[config.mk]
export PLATFORM = sky130hd
export DESIGN_NAME = fifo_sync_param
export DESIGN_NICKNAME = d
export VERILOG_FILES = /design/src/rtl/fifo_sync_param.sv
export SDC_FILE = /design/constraint.sdc
export NUM_CORES = 1
export LEC_CHECK = 0
export CORE_MARGIN = 10
export CORE_UTILIZATION = 54
export DETAILED_ROUTE_END_ITERATION = 6
export PLACE_DENSITY = 0.8
export RECOVER_POWER = 25
export SLEW_MARGIN = 30
export SYNTH_ARGS = -nofsm -noshare
export SYNTH_HDL_FRONTEND = slang
export SYNTH_SLANG_ARGS = --single-unit
[constraint.sdc]
create_clock -name clk -period 2.8 [get_ports clk]
set_clock_uncertainty 0.1 [all_clocks]
set_input_delay 0.84 -clock clk [delete_from_list [all_inputs] [get_ports clk]]
set_output_delay 0.84 -clock clk [all_outputs]
set_load 0.01 [all_outputs]
[src/rtl/fifo_sync_param.sv]
`default_nettype none
// ============================================================================
// Module   : fifo_sync_param
// Brief    : Single-clock FIFO, any depth >= 2, with almost-full/empty,
//            occupancy count, synchronous flush and sticky error flags.
// Revision : 1.0  initial parametrised release
// ============================================================================
module fifo_sync_param #(
    parameter int WIDTH    = 8,
    parameter int DEPTH    = 16,
    parameter int AF_LEVEL = DEPTH - 2,
    parameter int AE_LEVEL = 2
) (
    input  logic                       clk,
    input  logic                       rst,
    input  logic                       write_data,
    input  logic                       read_data,
    input  logic                       flush,
    input  logic                       clear_err,
    input  logic [WIDTH-1:0]           data_input,
    output logic [WIDTH-1:0]           data_output,
    output logic                       full,
    output logic                       empty,
    output logic                       almost_full,
    output logic                       almost_empty,
    output logic [$clog2(DEPTH+1)-1:0] count,
    output logic                       overflow,
    output logic                       underflow
);

    localparam int CW = $clog2(DEPTH + 1);
    localparam int PW = $clog2(DEPTH);

    localparam logic [CW-1:0] c_depth    = CW'(DEPTH);
    localparam logic [CW-1:0] c_af_level = CW'(AF_LEVEL);
    localparam logic [CW-1:0] c_ae_level = CW'(AE_LEVEL);
    localparam logic [PW-1:0] c_last_ptr = PW'(DEPTH - 1);

    logic [WIDTH-1:0] r_mem [DEPTH];
    logic [PW-1:0]    r_wptr;
    logic [PW-1:0]    r_rptr;
    logic [CW-1:0]    r_count;
    logic [WIDTH-1:0] r_dout;
    logic             r_overflow;
    logic             r_underflow;

    logic             w_full;
    logic             w_empty;
    logic             w_rd_ok;
    logic             w_wr_ok;
    logic             w_do_rd;
    logic             w_do_wr;
    logic             w_ovf_evt;
    logic             w_unf_evt;

    // Flags come straight from the registered count, so no request input
    // can reach them combinationally.
    assign w_full  = (r_count == c_depth);
    assign w_empty = (r_count == '0);

    // A read frees a slot in the same edge, letting a write into a full FIFO.
    assign w_rd_ok = read_data && !w_empty;
    assign w_wr_ok = write_data && (!w_full || w_rd_ok);

    assign w_do_rd   = w_rd_ok && !flush;
    assign w_do_wr   = w_wr_ok && !flush;
    assign w_ovf_evt = write_data && !w_wr_ok && !flush;
    assign w_unf_evt = read_data && !w_rd_ok && !flush;

    // Storage is deliberately left out of reset.
    always_ff @(posedge clk) begin
        if (w_do_wr) begin
            r_mem[r_wptr] <= data_input;
        end
    end

    always_ff @(posedge clk or negedge rst) begin
        if (!rst) begin
            r_wptr      <= '0;
            r_rptr      <= '0;
            r_count     <= '0;
            r_dout      <= '0;
            r_overflow  <= 1'b0;
            r_underflow <= 1'b0;
        end else begin
            if (flush) begin
                r_wptr  <= '0;
                r_rptr  <= '0;
                r_count <= '0;
            end else begin
                if (w_do_wr) begin
                    r_wptr <= (r_wptr == c_last_ptr) ? '0 : r_wptr + 1'b1;
                end
                if (w_do_rd) begin
                    r_rptr <= (r_rptr == c_last_ptr) ? '0 : r_rptr + 1'b1;
                    r_dout <= r_mem[r_rptr];
                end
                case ({w_do_wr, w_do_rd})
                    2'b10:   r_count <= r_count + 1'b1;
                    2'b01:   r_count <= r_count - 1'b1;
                    default: r_count <= r_count;
                endcase
            end

            // A new error in the same cycle as clear_err wins.
            if (w_ovf_evt) begin
                r_overflow <= 1'b1;
            end else if (clear_err) begin
                r_overflow <= 1'b0;
            end
            if (w_unf_evt) begin
                r_underflow <= 1'b1;
            end else if (clear_err) begin
                r_underflow <= 1'b0;
            end
        end
    end

    assign data_output  = r_dout;
    assign count        = r_count;
    assign full         = w_full;
    assign empty        = w_empty;
    assign almost_full  = (r_count >= c_af_level);
    assign almost_empty = (r_count <= c_ae_level);
    assign overflow     = r_overflow;
    assign underflow    = r_underflow;

endmodule
`default_nettype wire

After elaboration in Yosys (flattened, before gate mapping)
Memory sizes are Yosys's and may differ from the RTL's. A register that Yosys moved wholly into a read port is not among the register bits.
Cells that the tools add are included.

storage, ports and cells
  flip-flop bits (word level) = 15
  memory bits (read-only) = 0
  RAM bits = 128
  latch bits = 0
  output and inout bits = 19
  input bits = 14
  memories = 1

memories
  name   depth  bits a word  read ports  clocked after memory_dff  write ports  RTL line  source
  r_mem  16     8            1           1                         1            39        logic [WIDTH-1:0] r_mem [DEPTH];

operators by class
  add/subtract/negate cells = 4
  reduce and logical (&&, ||, !) cells = 22
  $mul = 0
  divide/modulo/power cells = 0
  eq/ne operators = 5
  order comparisons = 2
  shift-type cells = 0
  multiplexer cells = 13
  bitwise operators = 1

operator list
  operator                                                            count
  two-way mux 4 bit                                                   6
  one-hot mux 5 bit (2 select lines)                                  1
  adder 4 x 1 -> 4 bit (second input constant)                        2
  equality test 4 bit (second input constant)                         2
  logical AND 1 bit                                                   8
  nonzero test 2 bit                                                  4
  zero test 1 bit                                                     6
  adder 5 x 1 -> 5 bit (second input constant)                        1
  equality test 5 bit (second input constant)                         1
  greater-or-equal comparator 5 x 4 -> 1 bit (second input constant)  1
  less-or-equal comparator 5 x 2 -> 1 bit (second input constant)     1
  zero test 5 bit                                                     1
  two-way mux 1 bit                                                   5
  two-way mux 5 bit                                                   1
  subtractor 5 x 1 -> 5 bit (second input constant)                   1
  nonzero test 3 bit                                                  1
  equality test 2 x 1 -> 1 bit (second input constant)                1
  equality test 2 bit (second input constant)                         1
  AND reduction 2 bit                                                 1
  logical OR 1 bit                                                    1
  NOT 1 bit                                                           1

Depth between registers and ports, before layout
Gate-level depths: netlist (run 1).

  depth in word-level cells = 9
  mapped depth = 11

Worst setup path before layout (run 1)
No wires, ideal clock.

  path type = input -> register
  start = input port flush
  end = register r_count[4], in the netlist count[4]
  data required time = 2634 ps
  slack = -298 ps
  path buffers = 1
  cell stages on the path = 10
  setup time = 66 ps
  data arrival time = 2932 ps
  cell sequence = clkbuf_1 nor3b_1 o21ai_4 xnor2_1 ha_1 or3_1 a21oi_1 mux2i_1 or4_1 nand2_1

on the way
  cells in the longest elaborated chain, start to end = 5
  elaborated cells on any way between the ends = 8
  classes of those cells = eq/ne: 2; mux: 2; reduce/logical: 4

RTL lines
  item                                                                        RTL line  source
  start, declared                                                             18        input logic flush,
  zero test 1 bit                                                             65, 66
  logical AND 1 bit (on tied branches)                                        65, 66
  equality test 2 x 1 -> 1 bit / equality test 2 bit (equally long branches)  98        case ({w_do_wr, w_do_rd})
  one-hot mux 5 bit (2 select lines)                                          98
  two-way mux 5 bit                                                           86        if (flush) begin
  end signal, assigned                                                        99        2'b10: r_count <= r_count + 1'b1;
  end signal, assigned                                                        100       2'b01: r_count <= r_count - 1'b1;
  end signal, assigned                                                        101       default: r_count <= r_count;
  end, declared                                                               42        logic [CW-1:0] r_count;

Parallel ways exist; a longest one is shown, timed or not.
A chain may end at the register's enable or synchronous reset.

Worst setup path after layout (run 1)
  start = register r_count[0], in the netlist count[0]
  end = register r_count[4], in the netlist count[4]

on the way
  cells in the longest elaborated chain, start to end = 9
  elaborated cells on any way between the ends = 16
  classes of those cells = add/sub: 2; eq/ne: 3; mux: 2; reduce/logical: 9

RTL lines
  item                                                                        RTL line  source
  zero test 5 bit                                                             59        assign w_empty = (r_count == '0);
  zero test 1 bit                                                             62        assign w_rd_ok = read_data && !w_empty;
  logical AND 1 bit                                                           62
  logical OR 1 bit                                                            63        assign w_wr_ok = write_data && (!w_full || w_rd_ok);
  logical AND 1 bit                                                           63
  logical AND 1 bit                                                           66        assign w_do_wr = w_wr_ok && !flush;
  equality test 2 x 1 -> 1 bit / equality test 2 bit (equally long branches)  98
  one-hot mux 5 bit (2 select lines)                                          98
  two-way mux 5 bit                                                           86

Parallel ways exist; a longest one is shown, timed or not.

==> metrics.txt, run 1 <==
status finished clean; cell accounting for the most synthesized area edfxtp_1; CP Data Arrival Time 2.99 ns; Post-Syn Nets 369; Total GRT Usage 16.3%; insertion delay to the later sink of the worst-skew pair 0.42 ns; Die Wd 128 um; ys async rst share 15.2%; initial antenna violation count 0; GRT overflow 0; part of the Yosys area used for sequential elements 70.7%; CP endpoint kind flop; Post-CTS Hold Fix Bufs 0; hold slack 0.433 ns; met1 WL 5070 um; dpl ws -0.401 ns; first-pass GRT wire length 20000 um; Mapped Cells 348; DR pass1 iterations 5; Slew @ Worst Pin 1.36 ns; number of remaining DRC errors 0; highest routed metal layer met4; Initial Utilization 55.0%; FF/Latch Area 4420 sq um; FF-to-FF Start count[0]; highest clock rate 367 MHz; Ports 33; CTS H-tree depth 4; Crit Path Max Fanout 5; fillers 766; Layout area overhead 21.7%; metal2 WL 6430 um; die height 128 um; Synth Register Bits 151; Avg Inst Size Synth 18.0 sq um; number of routed nets with antenna violations 0; Yosys cell types 46; Pwr Total 6370 uW; DRT iter0 DRCs 297; critical hold path startpoint data_output[1]; fin crit period 2.73 ns; die area 16300 sq um; HP Class reg2reg; routed via count 3364; DR WL/cell 22.3 um; Final Setup Violations 0; RSZ-0062 raised after global routing yes; post-synth top area share 61.5%; cts bufs inserted 17; clock-pin slew on the worst setup and hold paths 0.06 ns; n_diodes 0; post-DP HPWL 7850 um; relative slew slack 9.26%; worst setup path category reg2reg; worst setup path startpoint count[0]; WP data required 3.07 ns; setup_tns 0 ns; Max Cap Viol 0; static leakage 0.00260 uW; dominant synthesized flop cell edfxtp_1; vias in the first global route 3576; WL final 12600 um; startpoint class of the critical path flop; Final Wtd Congestion 0.816; layout cells sized above 1 24.9%; yosys synthesis warning count 0; Tcrit/Tclk final 97.3%; fin worst setup slack 0.0746 ns; final net count 430; CTS tree yes; Max IR drop VDD 0.000663 V; synth top area cells edfxtp_1, mux4_2, dfrtp_1, mux2i_1, and2_1; Post-Syn Area 6250 sq um; buffers added on ports 32; final core utilization 66.9%; area occupied by multi-input gates 1740 sq um; num rows 39; routed length on met3 869 um; Pins Over Slew Limit 0; vias per cell 5.95; CTS Buffer Depth 2; final hold violations 0; Root Buffer clkbuf_16; pin count of the biggest net entering global routing 38; core area 11400 sq um; Sink Count 151; power density over the cells 838 nW/um^2; EDFF count, synth 128
## final cells by class
| class | count | share of cell area (%) |
|---|---|---|
| sequential | 151 | 58.2 |
| multi-input combinational | 169 | 22.8 |
| timing repair buffer | 61 | 8.57 |
| clock buffer | 17 | 5.59 |
| tap | 143 | 2.35 |
| clock inverter | 15 | 2.04 |
| inverter | 9 | 0.444 |
## synthesized netlist by cell type, drive strengths merged (7+ instances only)
library cell / number
mux2i: 19
dfrtp: 23
nand2: 19
o221ai: 8
clkbuf: 12
nor2: 13
mux4: 32
ha: 7
inv: 9
and2: 17
edfxtp: 128
buf: 7
## cells in the final DEF (no fill, tap or decap), types with 8 or more instances in the layout
cell type / Yosys / final
edfxtp_1: 128 / 128
mux4_2: 32 / 32
dfrtp_1: 23 / 21
clkdlybuf4s50_1: 0 / 21
nand2_1: 19 / 19
mux2i_1: 19 / 19
buf_4: 0 / 19
and2_1: 17 / 17
clkbuf_16: 0 / 17
nor2_1: 13 / 13
buf_12: 0 / 9
inv_1: 8 / 8
o221ai_1: 8 / 8
## worst paths after layout
kind	end	slack, ns	cells past startpoint
worst max-delay path	count[4]	0.07	10
worst min-delay path	data_output[1]	0.43	2
worst max register to register	count[4]	0.07	10
worst min register to register	data_output[1]	0.43	2
max in group asynchronous	r_rptr[3]	0.53	2
min in group asynchronous	count[4]	1.16	2
## logic make-up after synthesis
logic type	after synthesis	synth area share, %
buf+inv	28	1.98
fa+ha+maj	7	1.40
mux	51	14.6
simple gates	68	5.75
xor+xnor	6	0.841
compound gates	37	4.73
flops	151	70.7
## per-layer routing
metal,track usage [%],up-vias
li1,-,1507
met1,19.8,1725
met2,26.5,111
met3,4.84,21
met4,6.89,0
met5,0,-
## per-stage QoR
stage          area, sq um  std cells
2_1_floorplan         6280        348
3_3_place_gp          6990        531
3_5_place_dp          6990        531
4_1_cts               7570        564
5_1_grt               7600        565
6_report              7600        565
## power by group
group	leakage [uW]	total [uW]	internal [uW]	switching (uW)
Combinational	0.000875	1510	766	740
Clock	0.000275	2210	1310	897
Sequential	0.00145	2660	2570	89.1
Total	0.00260	6370	4650	1730
## registers in the layout (all words and copies together) (netlist names)
name         flops
r_mem          128
data_output      8
count            5
r_rptr           4
r_wptr           4
overflow         1
underflow        1
## critical path: stages, from the launching register on
cell     delay, ns
dfrtp_1       0.38
or4_4         0.59
o21ai_4       0.18
buf_4         0.13
buf_4         0.10
inv_1         0.04
ha_1          0.31
a21oi_2       0.16
mux2i_1       0.09
or4_1         0.51
nand2_1       0.07
## what timing repair did
item / CTS / global route
pin swaps: 1 / 5
buffers inserted: 1 / 1
setup endpoints to repair: 3 / 27
resized for setup: 3 / 8
No activity file was read; power rests on OpenSTA's default activity.
==> run 2, diff against run 1 <==
Settings changed: CAP_MARGIN set to 20, SKIP_LAST_GASP set to 1.
==> run 2 against run 1 <==
Via count grew 0.95%. Largest power group unchanged. Combinational power is essentially flat. Largest cell class unchanged. Die area is the same. Sequential share of layout area is the same. Flip-flop and latch count is the same. Critical path type unchanged. Final area is the same.
==> metrics.txt, run 2 (synthesis gave the netlist of run 1 again) <==
status finished clean (unchanged); layout cells sized above 1 24.9% (unchanged); Biggest register r_mem (unchanged); die height 128 um (unchanged); RSZ-0062 raised after global routing yes (unchanged); power density over the cells 838 nW/um^2 (about the same); Tcrit/Tclk final 97.4% (was 97.3%); Crit Path Max Fanout 5 (unchanged); Crit path max-delay family simple AND/OR/NAND/NOR gates (unchanged); Seq pwr share 41.7% (about the same); Sink Count 151 (unchanged); Post-Layout Cell Count 565 (unchanged); pin count of the biggest net entering global routing 38 (unchanged); setup_tns 0 ns (unchanged); GRT overflow 0 (unchanged); CTS H-tree depth 4 (unchanged); initial antenna violation count 0 (unchanged); Slew @ Worst Pin 1.35 ns (was 1.36 ns); routed via count 3396 (was 3364); Slowest-stage cell, CP or4_4 (unchanged); Cell Int Power 4650 uW (about the same); reg2reg path depth 10 (unchanged); n_diodes 0 (unchanged); relative slew slack 10.1% (was 9.26%); worst setup path category reg2reg (unchanged); hold slack 0.434 ns (was 0.433 ns); Max IR drop VDD 0.000657 V (was 0.000663 V); number of routed nets with antenna violations 0 (unchanged); most common cell after layout, fill and taps aside edfxtp_1 (unchanged); final core utilization 66.9% (unchanged); Hold Path Depth 2 (unchanged); CP cell instances or4_4 > o21ai_4 > buf_4 > buf_4 > inv_1 > ha_1 > a21oi_2 > mux2i_1 > or4_1 > nand2_1 (unchanged); fin worst setup slack 0.0722 ns (was 0.0746 ns); critical path's largest stage delay 0.59 ns (about the same); Final Setup Violations 0 (unchanged); buffers added on ports 32 (unchanged); num rows 39 (unchanged); WP data required 3.06 ns (was 3.07 ns); die area 16300 sq um (unchanged); number of remaining DRC errors 0 (unchanged); Root Buffer clkbuf_16 (unchanged); DR WL/cell 22.3 um (about the same); Layout area overhead 21.7% (unchanged); clock-pin slew on the worst setup and hold paths 0.06 ns (about the same); instance count on the critical path 10 (unchanged); final hold violations 0 (unchanged); Total GRT Usage 16.3% (unchanged); Sw Ratio 27.1% (about the same); WL final 12600 um (about the same); DR pass1 iterations 5 (unchanged); static leakage 0.00260 uW (about the same); area occupied by multi-input gates 1740 sq um (unchanged); placed cells 531 (unchanged); most frequent cells in the layout edfxtp_1, mux4_2, dfrtp_1, clkdlybuf4s50_1 (unchanged); CP endpoint kind flop (unchanged); insertion delay to the later sink of the worst-skew pair 0.42 ns (about the same); Largest register FFs 128 (unchanged); CTS tree yes (unchanged); Max Cap Viol 0 (unchanged); core area 11400 sq um (unchanged); fin crit period 2.73 ns (about the same); Clock power frac 34.7% (about the same); HP Class reg2reg (unchanged); most frequent CP cell buf_4 (unchanged); DRT iter0 DRCs 280 (was 297); CTS Buffer Depth 2 (unchanged); FF/Latch Area 4420 sq um (unchanged); Post-CTS Hold Fix Bufs 0 (unchanged); CP bufs+invs 3 (unchanged); first-pass GRT wire length 20000 um (unchanged); Initial Utilization 55.0% (unchanged); Final Wtd Congestion 0.816 (unchanged); Die Wd 128 um (unchanged); fillers 766 (unchanged); Comb pwr share 23.6% (about the same); final net count 430 (unchanged); dpl ws -0.401 ns (unchanged); highest clock rate 367 MHz (about the same); post-DP HPWL 7850 um (unchanged); CP Data Arrival Time 2.99 ns (about the same); cts bufs inserted 17 (unchanged); Ports 33 (unchanged); Pins Over Slew Limit 0 (unchanged); vias per cell 6.01 (was 5.95); vias in the first global route 3576 (unchanged); startpoint class of the critical path flop (unchanged); Net Switching 1720 uW (was 1730 uW)
## run 2: cell counts in the layout (fill, tap and decap cells not counted)
No cell type changed its count.
## run 2: power by group through the flow
stage	clock network, uW	registers, uW	logic (uW)
floorplan	0	2720	895
global placement	0	2690	1460
detailed placement	0	2700	1500
CTS	2240	2660	1500
global route	2330	2670	1640
finish	2210	2660	1500
## run 2: final timing paths
path                           startpoint             end  slack [ns]
max in group asynchronous             rst       r_rptr[3]        0.55
hold reg to reg            data_output[1]  data_output[1]        0.43
setup reg to reg                 count[2]        count[4]        0.07
setup / recovery                 count[2]        count[4]        0.07
min in group asynchronous             rst        count[4]        1.16
hold / removal             data_output[1]  data_output[1]        0.43
## run 2: stage by stage
stage | total power (uW) | area (sq um)
floorplan | 3620 | 6280
global placement | 4150 | 6990
detailed placement | 4190 | 6990
CTS | 6400 | 7570
global route | 6640 | 7600
finish | 6370 | 7600
## run 2: layout make-up
cell class,instances,area share (%)
flip-flops and latches,151,58.2
clock buffers,17,5.59
inverters,9,0.444
clock inverters,15,2.04
repair buffers,61,8.57
multi-input cells,169,22.8
well taps,143,2.35
## run 2: what timing repair did
| action | 4_1_cts | 5_1_grt |
|---|---|---|
| endpoints found under the setup margin | 3 | 27 |
| pin swaps | 1 | 4 |
| resized for setup | 3 | 8 |
| setup buffers | 1 | 1 |
## run 2: metal layers
metal	GRT usage (%)	wire length [um]
met5	0	0
met3	4.84	710
met2	26.5	6380
met1	19.8	5260
met4	6.89	263
## run 2: worst reg2reg max path: stages (launching register included)
cell and delay [ns]:
dfrtp_1 0.38, or4_4 0.59, o21ai_4 0.18, buf_4 0.13, buf_4 0.10, inv_1 0.04
ha_1 0.31, a21oi_2 0.16, mux2i_1 0.10, or4_1 0.52, nand2_1 0.07
